$ cat src/rtl/leve1_csr_exec_if.sv
// Bundle of the issue, CSR-file and writeback ports of the CSR execution unit.
// master = execution unit, slave = surrounding pipeline / CSR file.
interface leve1_csr_exec_if #(
   parameter int XLEN = 64
);
   logic            REQ_VALID;
   logic            REQ_READY;
   logic [2:0]      REQ_FUNCT3;
   logic [11:0]     REQ_CSR;
   logic [4:0]      REQ_RS1_IDX;
   logic [XLEN-1:0] REQ_RS1_DATA;
   logic [4:0]      REQ_RD_IDX;
   logic [1:0]      PRIV;
   logic [11:0]     CSR_RA;
   logic [XLEN-1:0] CSR_RD;
   logic [1:0]      CSR_WCMD;
   logic [11:0]     CSR_WA;
   logic [XLEN-1:0] CSR_WD;
   logic            RESP_VALID;
   logic            RESP_READY;
   logic [4:0]      RESP_RD_IDX;
   logic [XLEN-1:0] RESP_RD_DATA;
   logic            RESP_WE;
   logic            RESP_ILLEGAL;
   logic            RETIRE;

   modport master (
      input  REQ_VALID, REQ_FUNCT3, REQ_CSR, REQ_RS1_IDX, REQ_RS1_DATA, REQ_RD_IDX, PRIV,
      output REQ_READY,
      output CSR_RA, CSR_WCMD, CSR_WA, CSR_WD,
      input  CSR_RD,
      output RESP_VALID, RESP_RD_IDX, RESP_RD_DATA, RESP_WE, RESP_ILLEGAL, RETIRE,
      input  RESP_READY
   );

   modport slave (
      output REQ_VALID, REQ_FUNCT3, REQ_CSR, REQ_RS1_IDX, REQ_RS1_DATA, REQ_RD_IDX, PRIV,
      input  REQ_READY,
      input  CSR_RA, CSR_WCMD, CSR_WA, CSR_WD,
      output CSR_RD,
      input  RESP_VALID, RESP_RD_IDX, RESP_RD_DATA, RESP_WE, RESP_ILLEGAL, RETIRE,
      output RESP_READY
   );
endinterface

$ cat src/rtl/leve1_csr_exec.sv
// CSR-instruction execution unit: privilege/read-only checks, read, read-modify-write
// and old-value return for CSRRW/RS/RC and their immediate forms.
module leve1_csr_exec_chk (
   input logic       CLK,
   input logic       RSTn,
   input logic       req_ready,
   input logic       resp_valid,
   input logic [1:0] csr_wcmd,
   input logic       retire
);
   // Handshake invariants: one op in flight, writes only mid-op, retire only with a response.
   always @(posedge CLK) begin
      if (RSTn) begin
         assert (!(req_ready && resp_valid));
         assert ((csr_wcmd == 2'd0) || (!req_ready && !resp_valid));
         assert (!retire || resp_valid);
      end
   end
endmodule

module leve1_csr_exec #(
   parameter int         XLEN   = 64,
   parameter logic [1:0] PRIV_M = 2'd3
) (
   input logic             CLK,
   input logic             RSTn,
   leve1_csr_exec_if.master bus
);
   typedef enum logic [1:0] {
      ST_IDLE  = 2'd0,
      ST_READ  = 2'd1,
      ST_WRITE = 2'd2,
      ST_RESP  = 2'd3
   } state_t;

   state_t          state_r;
   logic [1:0]      op_r;
   logic            use_imm_r;
   logic [4:0]      rs1_idx_r;
   logic [XLEN-1:0] rs1_data_r;
   logic            do_write_r;
   logic [4:0]      rd_idx_r;
   logic            req_ready_r;
   logic [11:0]     csr_ra_r;
   logic [11:0]     csr_wa_r;
   logic            resp_valid_r;
   logic [4:0]      resp_rd_idx_r;
   logic [XLEN-1:0] resp_rd_data_r;
   logic            resp_we_r;
   logic            resp_illegal_r;

   logic            do_write_s;
   logic            priv_ok_s;
   logic            illegal_s;
   logic [XLEN-1:0] src_s;
   logic [1:0]      wcmd_s;
   logic [XLEN-1:0] wd_s;
   logic            retire_s;

   // funct3[1:0]: 01 write, 10 set, 11 clear; the CSR file command uses the same code.
   function automatic logic [XLEN-1:0] rmw_value(input logic [1:0]      op,
                                                 input logic [XLEN-1:0] old_val,
                                                 input logic [XLEN-1:0] src);
      case (op)
         2'b01:   rmw_value = src;
         2'b10:   rmw_value = old_val | src;
         2'b11:   rmw_value = old_val & ~src;
         default: rmw_value = old_val;
      endcase
   endfunction

   // Legality of the op presented at the request port (evaluated only at accept).
   always_comb begin
      do_write_s = (bus.REQ_FUNCT3[1:0] == 2'b01) || (bus.REQ_RS1_IDX != 5'd0);
      priv_ok_s  = (bus.PRIV == PRIV_M) || (bus.REQ_CSR[9:8] <= bus.PRIV);
      illegal_s  = (bus.REQ_FUNCT3[1:0] == 2'b00) || !priv_ok_s ||
                   ((bus.REQ_CSR[11:10] == 2'b11) && do_write_s);
   end

   // Write port is driven only in the WRITE cycle, when CSR_RD carries the old value.
   always_comb begin
      src_s  = use_imm_r ? {{(XLEN-5){1'b0}}, rs1_idx_r} : rs1_data_r;
      wcmd_s = 2'd0;
      wd_s   = {XLEN{1'b0}};
      if ((state_r == ST_WRITE) && do_write_r) begin
         wcmd_s = op_r;
         wd_s   = rmw_value(op_r, bus.CSR_RD, src_s);
      end else begin
         wcmd_s = 2'd0;
         wd_s   = {XLEN{1'b0}};
      end
      retire_s = resp_valid_r && bus.RESP_READY && !resp_illegal_r;
   end

   // Op sequencer: IDLE -> READ -> WRITE -> RESP, illegal ops skip straight to RESP.
   always_ff @(posedge CLK or negedge RSTn) begin
      if (!RSTn) begin
         state_r        <= ST_IDLE;
         op_r           <= 2'd0;
         use_imm_r      <= 1'b0;
         rs1_idx_r      <= 5'd0;
         rs1_data_r     <= {XLEN{1'b0}};
         do_write_r     <= 1'b0;
         rd_idx_r       <= 5'd0;
         req_ready_r    <= 1'b1;
         csr_ra_r       <= 12'd0;
         csr_wa_r       <= 12'd0;
         resp_valid_r   <= 1'b0;
         resp_rd_idx_r  <= 5'd0;
         resp_rd_data_r <= {XLEN{1'b0}};
         resp_we_r      <= 1'b0;
         resp_illegal_r <= 1'b0;
      end else begin
         case (state_r)
            ST_IDLE: begin
               if (bus.REQ_VALID) begin
                  op_r        <= bus.REQ_FUNCT3[1:0];
                  use_imm_r   <= bus.REQ_FUNCT3[2];
                  rs1_idx_r   <= bus.REQ_RS1_IDX;
                  rs1_data_r  <= bus.REQ_RS1_DATA;
                  do_write_r  <= do_write_s;
                  rd_idx_r    <= bus.REQ_RD_IDX;
                  req_ready_r <= 1'b0;
                  if (illegal_s) begin
                     resp_valid_r   <= 1'b1;
                     resp_illegal_r <= 1'b1;
                     resp_rd_idx_r  <= bus.REQ_RD_IDX;
                     resp_rd_data_r <= {XLEN{1'b0}};
                     resp_we_r      <= 1'b0;
                     state_r        <= ST_RESP;
                  end else begin
                     csr_ra_r <= bus.REQ_CSR;
                     csr_wa_r <= bus.REQ_CSR;
                     state_r  <= ST_READ;
                  end
               end
            end
            ST_READ: begin
               state_r <= ST_WRITE;
            end
            ST_WRITE: begin
               resp_valid_r   <= 1'b1;
               resp_illegal_r <= 1'b0;
               resp_rd_idx_r  <= rd_idx_r;
               resp_rd_data_r <= bus.CSR_RD;
               resp_we_r      <= (rd_idx_r != 5'd0);
               state_r        <= ST_RESP;
            end
            ST_RESP: begin
               if (bus.RESP_READY) begin
                  resp_valid_r   <= 1'b0;
                  resp_illegal_r <= 1'b0;
                  resp_rd_idx_r  <= 5'd0;
                  resp_rd_data_r <= {XLEN{1'b0}};
                  resp_we_r      <= 1'b0;
                  req_ready_r    <= 1'b1;
                  state_r        <= ST_IDLE;
               end
            end
            default: begin
               resp_valid_r <= 1'b0;
               req_ready_r  <= 1'b1;
               state_r      <= ST_IDLE;
            end
         endcase
      end
   end

   assign bus.REQ_READY    = req_ready_r;
   assign bus.CSR_RA       = csr_ra_r;
   assign bus.CSR_WA       = csr_wa_r;
   assign bus.CSR_WCMD     = wcmd_s;
   assign bus.CSR_WD       = wd_s;
   assign bus.RESP_VALID   = resp_valid_r;
   assign bus.RESP_RD_IDX  = resp_rd_idx_r;
   assign bus.RESP_RD_DATA = resp_rd_data_r;
   assign bus.RESP_WE      = resp_we_r;
   assign bus.RESP_ILLEGAL = resp_illegal_r;
   assign bus.RETIRE       = retire_s;

   leve1_csr_exec_chk u_chk (
      .CLK        (CLK),
      .RSTn       (RSTn),
      .req_ready  (req_ready_r),
      .resp_valid (resp_valid_r),
      .csr_wcmd   (wcmd_s),
      .retire     (retire_s)
   );
endmodule

$ cat src/flat_wrapper.sv
// flat-port wrapper written by rule: the top's interface ports become plain ports
module leve1_csr_exec_flat 
#(
   parameter int         XLEN   = 64,
   parameter logic [1:0] PRIV_M = 2'd3
)
  (CLK, RSTn, bus_REQ_VALID, bus_REQ_FUNCT3, bus_REQ_CSR, bus_REQ_RS1_IDX, bus_REQ_RS1_DATA, bus_REQ_RD_IDX, bus_PRIV, bus_REQ_READY, bus_CSR_RA, bus_CSR_WCMD, bus_CSR_WA, bus_CSR_WD, bus_CSR_RD, bus_RESP_VALID, bus_RESP_RD_IDX, bus_RESP_RD_DATA, bus_RESP_WE, bus_RESP_ILLEGAL, bus_RETIRE, bus_RESP_READY);
  leve1_csr_exec_if #(.XLEN(XLEN)) bus_i ();
  input logic CLK;
  input logic RSTn;
  input wire logic [$bits(bus_i.REQ_VALID)-1:0] bus_REQ_VALID;
  input wire logic [$bits(bus_i.REQ_FUNCT3)-1:0] bus_REQ_FUNCT3;
  input wire logic [$bits(bus_i.REQ_CSR)-1:0] bus_REQ_CSR;
  input wire logic [$bits(bus_i.REQ_RS1_IDX)-1:0] bus_REQ_RS1_IDX;
  input wire logic [$bits(bus_i.REQ_RS1_DATA)-1:0] bus_REQ_RS1_DATA;
  input wire logic [$bits(bus_i.REQ_RD_IDX)-1:0] bus_REQ_RD_IDX;
  input wire logic [$bits(bus_i.PRIV)-1:0] bus_PRIV;
  output wire logic [$bits(bus_i.REQ_READY)-1:0] bus_REQ_READY;
  output wire logic [$bits(bus_i.CSR_RA)-1:0] bus_CSR_RA;
  output wire logic [$bits(bus_i.CSR_WCMD)-1:0] bus_CSR_WCMD;
  output wire logic [$bits(bus_i.CSR_WA)-1:0] bus_CSR_WA;
  output wire logic [$bits(bus_i.CSR_WD)-1:0] bus_CSR_WD;
  input wire logic [$bits(bus_i.CSR_RD)-1:0] bus_CSR_RD;
  output wire logic [$bits(bus_i.RESP_VALID)-1:0] bus_RESP_VALID;
  output wire logic [$bits(bus_i.RESP_RD_IDX)-1:0] bus_RESP_RD_IDX;
  output wire logic [$bits(bus_i.RESP_RD_DATA)-1:0] bus_RESP_RD_DATA;
  output wire logic [$bits(bus_i.RESP_WE)-1:0] bus_RESP_WE;
  output wire logic [$bits(bus_i.RESP_ILLEGAL)-1:0] bus_RESP_ILLEGAL;
  output wire logic [$bits(bus_i.RETIRE)-1:0] bus_RETIRE;
  input wire logic [$bits(bus_i.RESP_READY)-1:0] bus_RESP_READY;
  assign bus_i.REQ_VALID = bus_REQ_VALID;
  assign bus_i.REQ_FUNCT3 = bus_REQ_FUNCT3;
  assign bus_i.REQ_CSR = bus_REQ_CSR;
  assign bus_i.REQ_RS1_IDX = bus_REQ_RS1_IDX;
  assign bus_i.REQ_RS1_DATA = bus_REQ_RS1_DATA;
  assign bus_i.REQ_RD_IDX = bus_REQ_RD_IDX;
  assign bus_i.PRIV = bus_PRIV;
  assign bus_REQ_READY = bus_i.REQ_READY;
  assign bus_CSR_RA = bus_i.CSR_RA;
  assign bus_CSR_WCMD = bus_i.CSR_WCMD;
  assign bus_CSR_WA = bus_i.CSR_WA;
  assign bus_CSR_WD = bus_i.CSR_WD;
  assign bus_i.CSR_RD = bus_CSR_RD;
  assign bus_RESP_VALID = bus_i.RESP_VALID;
  assign bus_RESP_RD_IDX = bus_i.RESP_RD_IDX;
  assign bus_RESP_RD_DATA = bus_i.RESP_RD_DATA;
  assign bus_RESP_WE = bus_i.RESP_WE;
  assign bus_RESP_ILLEGAL = bus_i.RESP_ILLEGAL;
  assign bus_RETIRE = bus_i.RETIRE;
  assign bus_i.RESP_READY = bus_RESP_READY;
  leve1_csr_exec #(.XLEN(XLEN), .PRIV_M(PRIV_M)) u_core (.CLK(CLK), .RSTn(RSTn), .bus(bus_i));
endmodule
$ cat config.mk
export PLATFORM = sky130hd
export DESIGN_NAME = leve1_csr_exec_flat
export DESIGN_NICKNAME = d
export VERILOG_FILES = /design/src/rtl/leve1_csr_exec_if.sv /design/src/rtl/leve1_csr_exec.sv /design/src/flat_wrapper.sv
export SDC_FILE = /design/constraint.sdc
export NUM_CORES = 1
export LEC_CHECK = 0
export ABC_AREA = 1
export CORE_MARGIN = 3
export CORE_UTILIZATION = 40
export CTS_CLUSTER_SIZE = 10
export DETAILED_ROUTE_END_ITERATION = 8
export PLACE_DENSITY = 0.82
export SYNTH_ARGS = -nofsm -noshare
export SYNTH_HDL_FRONTEND = slang
export SYNTH_HIERARCHICAL = 1
export SYNTH_SLANG_ARGS = --single-unit
$ cat constraint.sdc
create_clock -name CLK -period 2.03 [get_ports CLK]
set_clock_uncertainty 0.2 [all_clocks]
set_input_delay 0.5075 -clock CLK [delete_from_list [all_inputs] [get_ports CLK]]
set_output_delay 0.5075 -clock CLK [all_outputs]
set_load 0.01 [all_outputs]
==> metrics.md <==
| Metric | Value |
|---|---|
| Status | finished, violations left |
| Failing checks | setup timing |
| Drt pass-1 iters | 7 |
| Fin util | 0.776 |
| Worst skew pair latency | 0.43 ns |
| CTS buffer count | 17 |
| Met3 Use GR | 0.0696 |
| Worst-margin pin slew | 0.714 ns |
| Worst vdd ir | 0.00101 V |
| Clock sink count | 165 |
| Mapped Nets | 1313 |
| NetSw | 13.5 mW |
| Critical-path top delay cell | dfrtp_1 |
| MaxCap Viol Count | 0 |
| Fin nets | 1775 |
| Clk pin slew, worst setup/hold paths | 0.07 ns |
| Synthesized area | 9010 um^2 |
| Reg2reg end | u_core/bus.RESP_RD_IDX[0]$_DFFE_PN0P_ |
| Rows | 54 |
| Yosys reg bits | 165 |
| HP Start | bus_REQ_RS1_IDX[2] |
| Routed WL | 47300 um |
| Pint | 16.7 mW |
| Hold Path Stages | 2 |
| Critical Path RT | 1.32 ns |
| Syn-to-layout area delta | 89.2% |
| Final hold viol count | 0 |
| Met2 Use GR | 0.534 |
| Power Dens Cells | 1770 nW/um^2 |
| Final worst-path cycle share | 1.38 |
| Avg Cell Area, Syn | 7.85 um^2 |
| Setup slack, reg-to-reg | -0.28 ns |
| GRT Resource Usage Total | 0.327 |
| Post-route worst setup slack | -0.778 ns |
| Die Wd | 156 um |
| Die ar. | 24400 um^2 |
| Routed WL per cell | 24.9 um |
| DR iter-0 viols | 1479 |
| HPWL Detailed | 22700 um |
| TritonCTS clock tree | built |
| CP Class | reg -> out |
| Total of warnings raised by yosys | 6 |
| Worst Path Arrival | 2.10 ns |
| Setup violators final | 172 |
| Critical Path Max Stage Delay | 0.42 ns |
| Hold path endpoint | u_core/rs1_idx_r[2]$_DFFE_PN0P_ |
| Starting Density | 0.410 |
| Switching Share | 0.448 |
| H-tree depth | 4 |
| Io pins | 323 |
| HP Class | in -> reg |
| Core Area | 22000 um^2 |
| Initial antenna violation count | 1 |
| Post-synthesis sequential area ratio | 0.458 |
| Routability Congestion | 0.883 |
| Dpl ws | -0.675 ns |
| F_max | 356 MHz |
| First-pass GRT wire length | 60800 um |
| Worst-path fanout max | 8 |
| Pleak | 9.86 nW |
| PortBufs | 322 |
| Share of post-route cells with drive strength above 1 | 0.375 |
| DIE HEIGHT | 156 um |
| Cell count after synthesis | 1148 |
| Sequential share of power | 0.192 |
| Pin count of the biggest net entering global routing | 38 |
| Netlist cell types | 27 |
| Reg2reg start | u_core/state_r[1]$_DFFE_PN0P_ |
| Drc violations | 0 |
| GR Overflow Total | 0 |
| Clock power share | 0.112 |
| CP Launch Type | register |
| Clock period minus worst slack | 2.81 ns |
| Grt met1 use | 0.397 |
| Maximum root-to-sink buffer count | 2 |
| Combinational Power Share | 0.697 |
| R2r worst-path depth | 11 |
| Max Slew Vio Count | 0 |
| RSZ-0062 raised after global routing | true |
| CP Capture Type | output pin |
| Vias/cell | 5.96 |
| Slew HR | 0.523 |
| Most Used Layer, Global Route | met2 |
| Routed vias | 11400 |
| Root Driver | clkbuf_16 |
| Final ANT Viol Nets | 0 |
| Number of global-route vias before repair | 10800 |
| Worst-path cell chain | inv_4 -> buf_12 -> buf_16 -> nand2_4 -> a31oi_2 -> o21ai_2 -> o21ai_1 -> nor2_1 -> buf_2 |
==> per-stage QoR <==
step / total power, mW / std cells / cell area [um^2] / hold slack (ns) / TNS [ns]
after floorplan: 12.0 / 1148 / 9020 / 0.0119 / 0
after global placement: 16.9 / 1771 / 13300 / 0.231 / -91.13
after detailed placement: 17.3 / 1771 / 13300 / 0.245 / -99.43
after CTS: 26.8 / 1878 / 15300 / 0.274 / -89.02
after global routing: 31.3 / 1904 / 17000 / 0.232 / -56.33
final: 30.2 / 1904 / 17000 / 0.236 / -47.16
==> sequential cells by signal, summed over array words and instances, names as in the netlist <==
name / cells
u_core/bus.RESP_RD_IDX: 5
u_core/bus.RESP_RD_DATA: 64
u_core/op_r: 2
u_core/use_imm_r: 1
u_core/bus.RESP_ILLEGAL: 1
u_core/bus.RESP_VALID: 1
u_core/do_write_r: 1
u_core/state_r: 2
u_core/rs1_data_r: 64
u_core/bus.CSR_WA: 12
u_core/rs1_idx_r: 5
u_core/bus.REQ_READY: 1
u_core/rd_idx_r: 5
u_core/bus.RESP_WE: 1
==> cell usage after synthesis (all sizes together) <==
cell type,count,share of area
nand4,18,0.013
clkbuf,45,0.019
mux2,68,0.085
o22ai,1,0.00069
inv,93,0.039
ha,6,0.0083
o21ai,140,0.078
nor2,73,0.031
nand3,79,0.044
a21boi,1,0.00083
a31oi,59,0.041
dfstp,1,0.0029
buf,50,0.033
nand2,338,0.14
or2,1,0.00069
dfrtp,164,0.46
a21oi,10,0.0068
a211oi,1,0.00083
==> how the worst max path moves through the flow <==
| stage | depth (start not counted) | end | startpoint |
|---|---|---|---|
| 4_1_cts | 7 | bus_CSR_WD[28] | u_core/op_r[1]$_DFFE_PN0P_ |
| 3_5_place_dp | 6 | bus_CSR_WD[46] | bus_CSR_RD[46] |
| 3_3_place_gp | 4 | bus_CSR_WD[3] | bus_CSR_RD[3] |
| 2_1_floorplan | 6 | bus_CSR_WD[43] | u_core/op_r[1]$_DFFE_PN0P_ |
| 5_1_grt | 9 | bus_CSR_WD[13] | u_core/use_imm_r$_DFFE_PN0P_ |
| 6_report | 9 | bus_CSR_WD[13] | u_core/use_imm_r$_DFFE_PN0P_ |
==> routing by layer <==
metal	share of wire	up-vias	wire length, um
met3	0.10	260	4830
met1	0.35	5390	16700
met4	0.073	0	3460
li1	-	4730	-
met2	0.47	971	22300
met5	0	-	0
==> power groups by stage <==
| stage | Sequential (mW) | Combinational [mW] | Clock, mW |
|---|---|---|---|
| 6_report | 5.79 | 21.1 | 3.38 |
| 5_1_grt | 5.89 | 21.8 | 3.55 |
| 4_1_cts | 5.48 | 17.9 | 3.37 |
| 3_5_place_dp | 5.48 | 11.8 | 0 |
| 3_3_place_gp | 5.42 | 11.5 | 0 |
| 2_1_floorplan | 5.53 | 6.43 | 0 |
==> layout by cell type, fill, tap and decap left out, drive strengths merged <==
cell type and count:
a21boi 1, a211oi 1, o22ai 1, nand4 18
or2 1, clkinvlp 3, buf 264, dlygate4sd2 1
clkdlybuf4s15 4, diode 1, dlygate4sd3 1, dlymetal6s2s 99
mux2 68, nand2 340, clkinv 3, ha 6
clkbuf 33, nand3 79, nor2 73, dfrtp 164
a21oi 10, bufinv 2, bufbuf 1, a31oi 59
inv 99, dfstp 1, clkdlybuf4s50 151, o21ai 140
==> kinds of logic (layout without fill, tap and decap cells) <==
kind of cell    after synthesis  count (layout)  synth area share
buf+inv                     188             661            0.0904
compound gates              212             212             0.128
mux                          68              68            0.0850
simple gates                509             511             0.229
flops                       165             165             0.458
fa+ha+maj                     6               6           0.00833
other cells                   0               1                 0
==> what timing repair did <==
item | in CTS | in global routing
cloned | 34 | 17
pin swaps | 30 | 82
buffers inserted | 40 | 25
endpoints found under the setup margin | 239 | 329
resized for setup | 473 | 442
hold buffers | 1 | 0
hold endpoints to repair | 26 | 0
==> area by class of cell <==
class,count,area [um^2]
sequential,165,4130
clock buffer,18,429
inverter,93,362
multi-input combinational,797,5480
fill,1280,4910
antenna,1,2.50
timing repair buffer,536,6120
clock inverter,14,169
tap,280,350
==> worst max-delay path: cells and delay by family (launching register included) <==
family                 cells  cell delay (ns)
DFF                        1             0.42
buffers and inverters      4             0.58
and+or+nand+nor            2             0.16
AOI/OAI and AO/OA          3             0.52
No activity file was read; power rests on OpenSTA's default activity.
